==> src/rtl/match_req_issuer_pkg.sv <==
// Shared widths, tag layout and small helpers for the match request issuer.
// The `defines mirror parameters.vh and only apply when it was not included first.
`ifndef ADDR_WIDTH
`define ADDR_WIDTH 16
`endif
`ifndef MAX_MATCH_LEN_LOG2
`define MAX_MATCH_LEN_LOG2 5
`endif
`ifndef NUM_JOB_PE_LOG2
`define NUM_JOB_PE_LOG2 2
`endif

package match_req_issuer_pkg;
    localparam int ADDR_W   = `ADDR_WIDTH;
    localparam int PE_W     = `NUM_JOB_PE_LOG2;
    localparam int LEN_W    = `MAX_MATCH_LEN_LOG2 + 1;
    localparam int SEQ_W    = 6;
    localparam int CAND_MAX = 4;

    function automatic logic [1:0] first_set(input logic [3:0] v);
        logic [1:0] r;
        r = 2'd0;
        for (int i = 3; i >= 0; i--) if (v[i]) r = 2'(i);
        return r;
    endfunction

    function automatic logic [3:0] onehot(input logic [1:0] i);
        return 4'b0001 << i;
    endfunction
endpackage

==> src/rtl/match_best_select.sv <==
// Decides whether an incoming (len, idx) response replaces the current best.
module match_best_select
    import match_req_issuer_pkg::*;
(
    input  logic             best_vld_i,
    input  logic [LEN_W-1:0] best_len_i,
    input  logic [1:0]       best_idx_i,
    input  logic [LEN_W-1:0] in_len_i,
    input  logic [1:0]       in_idx_i,
    output logic             take_o
);
    // Responses arrive out of order, so ties are resolved by index, not arrival.
    assign take_o = !best_vld_i || (in_len_i > best_len_i) ||
                    ((in_len_i == best_len_i) && (in_idx_i < best_idx_i));
endmodule

==> src/rtl/match_req_issuer.sv <==
// Issues one match request per masked history candidate, collects responses
// in any order and reports the longest match for a single in-flight job.
module match_req_issuer
    import match_req_issuer_pkg::*;
#(
    parameter int JOB_PE_ID = 0,
    parameter int NUM_CAND  = 4
) (
    input  logic                       clk,
    input  logic                       rst_n,
    input  logic                       i_job_valid,
    output logic                       o_job_ready,
    input  logic [ADDR_W-1:0]          i_job_head_addr,
    input  logic [NUM_CAND*ADDR_W-1:0] i_job_history_addr,
    input  logic [NUM_CAND-1:0]        i_job_cand_mask,
    output logic                       o_match_req_valid,
    input  logic                       i_match_req_ready,
    output logic [PE_W-1:0]            o_match_req_job_pe_id,
    output logic [7:0]                 o_match_req_tag,
    output logic [ADDR_W-1:0]          o_match_req_head_addr,
    output logic [ADDR_W-1:0]          o_match_req_history_addr,
    input  logic                       i_match_resp_valid,
    output logic                       o_match_resp_ready,
    input  logic [PE_W-1:0]            i_match_resp_job_pe_id,
    input  logic [7:0]                 i_match_resp_tag,
    input  logic [LEN_W-1:0]           i_match_resp_match_len,
    output logic                       o_result_valid,
    input  logic                       i_result_ready,
    output logic [ADDR_W-1:0]          o_result_head_addr,
    output logic [ADDR_W-1:0]          o_result_history_addr,
    output logic [1:0]                 o_result_cand_idx,
    output logic [LEN_W-1:0]           o_result_match_len
);
    localparam logic [1:0] S_IDLE   = 2'd0;
    localparam logic [1:0] S_ISSUE  = 2'd1;
    localparam logic [1:0] S_WAIT   = 2'd2;
    localparam logic [1:0] S_OUTPUT = 2'd3;

    logic [1:0]       state_q, state_d;
    logic             init_q;
    logic [SEQ_W-1:0] seq_q;
    logic [ADDR_W-1:0] head_q;
    logic [ADDR_W-1:0] hist_q [CAND_MAX];
    logic [3:0]       mask_q, issued_q, issued_d, rcvd_q, rcvd_d;
    logic             best_vld_q;
    logic [LEN_W-1:0] best_len_q;
    logic [1:0]       best_idx_q;

    logic [ADDR_W-1:0] job_hist [CAND_MAX];
    logic [3:0]       job_mask4;
    logic [1:0]       cur_idx, resp_idx;
    logic             job_fire, req_fire, resp_ok, take;

    for (genvar k = 0; k < CAND_MAX; k++) begin : g_unpack
        if (k < NUM_CAND) begin : g_on
            assign job_hist[k] = i_job_history_addr[k*ADDR_W +: ADDR_W];
        end else begin : g_off
            assign job_hist[k] = '0;
        end
    end
    assign job_mask4 = 4'(i_job_cand_mask);

    assign job_fire = o_job_ready & i_job_valid;
    assign req_fire = o_match_req_valid & i_match_req_ready;
    assign cur_idx  = first_set(mask_q & ~issued_q);
    assign issued_d = req_fire ? (issued_q | onehot(cur_idx)) : issued_q;

    // Only responses for this job, issued and not yet seen, may touch state.
    assign resp_idx = i_match_resp_tag[1:0];
    assign resp_ok  = i_match_resp_valid && ((state_q == S_ISSUE) || (state_q == S_WAIT)) &&
                      (i_match_resp_job_pe_id == PE_W'(JOB_PE_ID)) &&
                      (i_match_resp_tag[7:2] == seq_q) &&
                      issued_q[resp_idx] && !rcvd_q[resp_idx];
    assign rcvd_d   = resp_ok ? (rcvd_q | onehot(resp_idx)) : rcvd_q;

    match_best_select u_best (
        .best_vld_i (best_vld_q),
        .best_len_i (best_len_q),
        .best_idx_i (best_idx_q),
        .in_len_i   (i_match_resp_match_len),
        .in_idx_i   (resp_idx),
        .take_o     (take)
    );

    always_ff @(posedge clk or negedge rst_n) begin
        if (!rst_n) state_q <= S_IDLE;
        else        state_q <= state_d;
    end

    always_comb begin
        state_d = state_q;
        case (state_q)
            // An empty mask still passes through the completion check in WAIT.
            S_IDLE:   if (job_fire) state_d = (job_mask4 == 4'b0) ? S_WAIT : S_ISSUE;
            S_ISSUE:  if ((mask_q & ~issued_d) == 4'b0) state_d = S_WAIT;
            S_WAIT:   if (rcvd_d == mask_q) state_d = S_OUTPUT;
            S_OUTPUT: if (i_result_ready) state_d = S_IDLE;
            default:  state_d = S_IDLE;
        endcase
    end

    always_comb begin
        o_job_ready       = 1'b0;
        o_match_req_valid = 1'b0;
        o_result_valid    = 1'b0;
        case (state_q)
            S_IDLE:   o_job_ready       = init_q;
            S_ISSUE:  o_match_req_valid = 1'b1;
            S_OUTPUT: o_result_valid    = 1'b1;
            default:  ;
        endcase
    end

    always_ff @(posedge clk or negedge rst_n) begin
        if (!rst_n) begin
            init_q     <= 1'b0;
            seq_q      <= '0;
            head_q     <= '0;
            for (int k = 0; k < CAND_MAX; k++) hist_q[k] <= '0;
            mask_q     <= '0;
            issued_q   <= '0;
            rcvd_q     <= '0;
            best_vld_q <= 1'b0;
            best_len_q <= '0;
            best_idx_q <= '0;
        end else begin
            init_q <= 1'b1;
            if (job_fire) begin
                head_q     <= i_job_head_addr;
                for (int k = 0; k < CAND_MAX; k++) hist_q[k] <= job_hist[k];
                mask_q     <= job_mask4;
                issued_q   <= '0;
                rcvd_q     <= '0;
                best_vld_q <= 1'b0;
                best_len_q <= '0;
                best_idx_q <= '0;
            end else begin
                issued_q <= issued_d;
                rcvd_q   <= rcvd_d;
                if (resp_ok && take) begin
                    best_vld_q <= 1'b1;
                    best_len_q <= i_match_resp_match_len;
                    best_idx_q <= resp_idx;
                end
            end
            if (o_result_valid && i_result_ready) seq_q <= seq_q + 1'b1;
        end
    end

    assign o_match_resp_ready       = 1'b1;
    assign o_match_req_job_pe_id    = PE_W'(JOB_PE_ID);
    assign o_match_req_tag          = {seq_q, cur_idx};
    assign o_match_req_head_addr    = head_q;
    assign o_match_req_history_addr = hist_q[cur_idx];
    assign o_result_head_addr       = head_q;
    assign o_result_history_addr    = best_vld_q ? hist_q[best_idx_q] : '0;
    assign o_result_cand_idx        = best_idx_q;
    assign o_result_match_len       = best_len_q;
endmodule
==> config.mk <==
export PLATFORM = sky130hd
export DESIGN_NAME = match_req_issuer
export DESIGN_NICKNAME = d
export VERILOG_FILES = /design/src/rtl/match_req_issuer_pkg.sv /design/src/rtl/match_best_select.sv /design/src/rtl/match_req_issuer.sv
export SDC_FILE = /design/constraint.sdc
export NUM_CORES = 1
export LEC_CHECK = 0
export ABC_AREA = 1
export CAP_MARGIN = 20
export CORE_UTILIZATION = 42
export CTS_BUF_LIST = sky130_fd_sc_hd__clkbuf_16
export DETAILED_ROUTE_END_ITERATION = 8
export MAX_ROUTING_LAYER = met4
export PLACE_DENSITY = 0.79
export SYNTH_ARGS = -nofsm -noshare
export SYNTH_HDL_FRONTEND = slang
export SYNTH_SLANG_ARGS = --single-unit
==> constraint.sdc <==
create_clock -name clk -period 2.3 [get_ports clk]
set_input_delay 0.46 -clock clk [delete_from_list [all_inputs] [get_ports clk]]
set_output_delay 0.46 -clock clk [all_outputs]
set_load 0.005 [all_outputs]
==> results.json, run 1 <==
{
  "cp-end-kind": "primary output",
  "synth_flop_cell": "dfrtp_1",
  "setup_viol_count_final": 9,
  "area_growth_pct": 47.2,
  "leakagePower_nw": 4.16,
  "die_area_mm2": 0.0146,
  "highest_layer": "met4",
  "fin_util_pct": 63.4,
  "final.period_utilization_pct": 105,
  "initial_core_util_pct": 43.0,
  "power_mw": 10.3,
  "slowest_delay_ns": 0.36,
  "crit_chain": "inv_1, or2_4, inv_4, nor2_4, buf_12, nand2_8, clkinv_8, buf_8, buf_12, nand2_2, o211ai_1, buf_2",
  "final_layout_size_suffix_gt1_share_pct": 14.3,
  "setup_slack_ns": -0.119,
  "final.setup.tns_ns": -0.763,
  "drtIter0Drc": 493,
  "synth.avg_cell_area_um2": 7.48,
  "drc": 0,
  "dr_wl_met2_mm": 8.20,
  "hold_viol_final": 0,
  "dp_hpwl_mm": 12.3,
  "met1Wirelength_mm": 7.76,
  "cts_root_buf": "clkbuf_16",
  "slew_headroom_pct": 60.6,
  "startpoint_type": "register",
  "status": "finished with violations",
  "wl_per_cell_um": 14.8,
  "power_density_mw_per_mm2": 1180,
  "die-height_um": 121,
  "crit_family": "buffers and inverters",
  "critPathSlowestCell": "dfrtp_1",
  "synthAdderAreaFrac_pct": 2.73,
  "wl_met3_mm": 1.04,
  "syn-cell-area_mm2": 0.00595,
  "nets": 1115,
  "grt_pass1_wl_mm": 27.6,
  "grt_usage_pct": 25.0,
  "synth_seq_cells": 110,
  "cts.path.max_buffers": 2,
  "core-area_mm2": 0.0138,
  "critPathMaxFanout": 4,
  "port_buffers": 188,
  "synth_top_family_by_area": "simple AND/OR/NAND/NOR gates",
  "syn_inst": 795,
  "avgViaCountPerCell": 5.02,
  "pin_count": 192,
  "wirelength_mm": 17.5,
  "arrival_ns": 1.96,
  "worstPathRequired_ns": 1.84,
  "cts.sinks": 110,
  "ys_warn_count": 0,
  "path_buf_inv": 7,
  "synth_compound_area_share_pct": 17.0,
  "ant_nets": 0,
  "h-tree-depth": 3,
  "worst_clock_skew_ns": 0.00602,
  "overflow": 0,
  "synth-xor-area-share_pct": 0.736,
  "synth-simple-area-share_pct": 22.6,
  "slew_viol_final": 0,
  "tightest_slew_ns": 0.591,
  "ctsHoldBuffers": 0,
  "dr_total_vias": 5937,
  "crit_type": "register to primary output",
  "clk_pin_slew_ns": 0.08,
  "gp_congestion": 0.922,
  "clock_latency_ns": 0.36,
  "synth-edff-count": 0,
  "ir_drop_v": 0.000559,
  "grt_pass1_vias": 5575,
  "fp.dieW_um": 121,
  "cts-buffers-inserted": 9,
  "antenna_found_initial": 1,
  "rsz0062_at_grt": "yes",
  "first_pass_iters": 5,
  "yosysUniqueCellTypes": 33,
  "grt_max_degree": 71,
  "crit_top_cell": "buf_12",
  "tritoncts": "yes",
  "synthArstFlopShare_pct": 100,
  "max_clock_freq_ghz": 0.413,
  "synthMuxAreaShare_pct": 0.189,
  "rows": 43,
  "drv_cap": 0,
  "violations": "negative setup slack",
  "final.min_clock_period_ns": 2.42,
  "seq_area_frac_synth_pct": 46.3,
  "hp-class": "input port to async pin"
}
-- final cells by class --
type / count / area, um2
Clock inverter: 7 / 56.3
Antenna cell: 2 / 5.00
Clock buffer: 9 / 225
Inverter: 85 / 342
Sequential cell: 110 / 2750
Timing Repair Buffer: 245 / 2430
Multi-Input combinational cell: 545 / 2730
Fill cell: 1155 / 5070
Tap cell: 180 / 225
-- cells in the mapped netlist (2+ instances only) --
cell        n  area share (%)
a21oi_1    75             6.3
nor2_1     15            0.95
buf_1       6            0.38
xor2_1      5            0.74
dfrtp_1   110              46
nor2_2      6            0.63
inv_1      79             5.0
buf_2       3            0.25
inv_2       3            0.19
clkbuf_1   29             1.8
nand3_1    26             2.2
o21ai_0    92             7.7
clkinv_2    2            0.17
nor2_4      2            0.38
nand2_2     4            0.42
conb_1      2            0.13
ha_1       13             2.7
nor3_1      4            0.34
buf_4      19             2.4
o21ai_1     2            0.17
nand2_1   270              17
o211ai_1   17             2.1
-- cells in the final DEF, fill, tap and decap left out, drive strengths merged, types with 5 or more instances in the layout --
master,synthesis,routed
buf,28,74
xor2,5,5
nand2,274,274
clkinv,3,7
nand3,27,27
o211ai,17,17
dfrtp,110,110
inv,82,84
nor2,23,23
clkdlybuf4s50,0,153
clkbuf,29,9
a21oi,76,76
ha,13,13
dlygate4sd2,0,17
o21ai,94,94
-- report_power, final --
part / switching (mW) / total (mW) / internal, mW
Sequential: 0.508 / 3.23 / 2.72
Combinational: 2.82 / 5.59 / 2.77
Clock: 0.761 / 1.51 / 0.749
Total: 4.08 / 10.3 / 6.24
-- final timing paths --
check / from / to / slack, ns / cells past startpoint
setup / recovery: mask_q[0] / o_match_req_history_addr[12] / -0.12 / 12
hold / removal: rst_n / o_match_req_head_addr[2] / 0.09 / 1
setup reg to reg: state_q[0] / state_q[0] / 0.17 / 17
hold reg to reg: hist_q[62] / hist_q[62] / 0.50 / 2
max in group asynchronous: rst_n / hist_q[3] / 1.59 / 2
min in group clk: hist_q[62] / hist_q[62] / 0.50 / 2
-- stage by stage --
step	setup WS [ns]	cell area [um2]	hold WS, ns	std cells
floorplan	0.0780	5960	0.164	797
global placement	-0.0713	8180	0.473	1144
detailed placement	-0.155	8180	0.477	1144
CTS	-0.131	8610	0.125	1173
global route	-0.179	8760	0.150	1182
finish	-0.119	8760	0.0936	1183
-- state kept, by name, indices dropped and copies added (netlist names), 2 cells and up --
name	flops
rcvd_q	4
issued_q	4
state_q	2
seq_q	6
o_result_cand_idx	2
hist_q	64
mask_q	4
o_result_match_len	6
o_match_req_head_addr	16
-- per-layer routing --
layer	up-vias	global-route usage (%)
met4	0	10.5
met3	45	3.20
met5	-	-
met1	2737	33.7
li1	2930	-
met2	225	37.9
-- what timing repair did --
item	in CTS	in global routing
gates resized for setup	119	30
setup endpoints to repair	34	25
gates cloned	2	0
pin swaps	14	12
buffers inserted	11	8
-- kinds of logic (layout without fill, tap and decap cells) --
logic type / Yosys count / count (layout)
AND/OR/NAND/NOR: 332 / 332
AO/OA/AOI/OAI: 190 / 190
buffers and inverters: 142 / 346
flip-flops: 110 / 110
adder cells (fa/ha/maj): 13 / 13
XOR/XNOR: 5 / 5
other: 2 / 6
multiplexers: 1 / 1
-- worst reg2reg max path, stage by stage, from the launching register on --
cell	delay (ns)
dfrtp_1	0.40
inv_1	0.12
ha_4	0.29
nand2_1	0.04
inv_1	0.07
nand2_1	0.08
nor2_2	0.12
nand2_2	0.07
nor2_4	0.16
nand3_2	0.11
nand3_1	0.08
nand2_1	0.05
nor2_1	0.09
nand2_1	0.08
nand2_2	0.09
nand2_2	0.06
nand2_1	0.06
nand2_1	0.04
No activity file was read; power rests on OpenSTA's default activity.
==> inputs of run 2 (changes only) <==
--- a/config.mk
+++ b/config.mk
@@ -8,7 +8,6 @@
 export ABC_AREA = 1
 export CAP_MARGIN = 20
 export CORE_UTILIZATION = 42
-export CTS_BUF_LIST = sky130_fd_sc_hd__clkbuf_16
 export DETAILED_ROUTE_END_ITERATION = 8
 export MAX_ROUTING_LAYER = met4
 export PLACE_DENSITY = 0.79
==> results of run 2 <==
No change in the layout: final DEF, timing and power equal those of run 1.
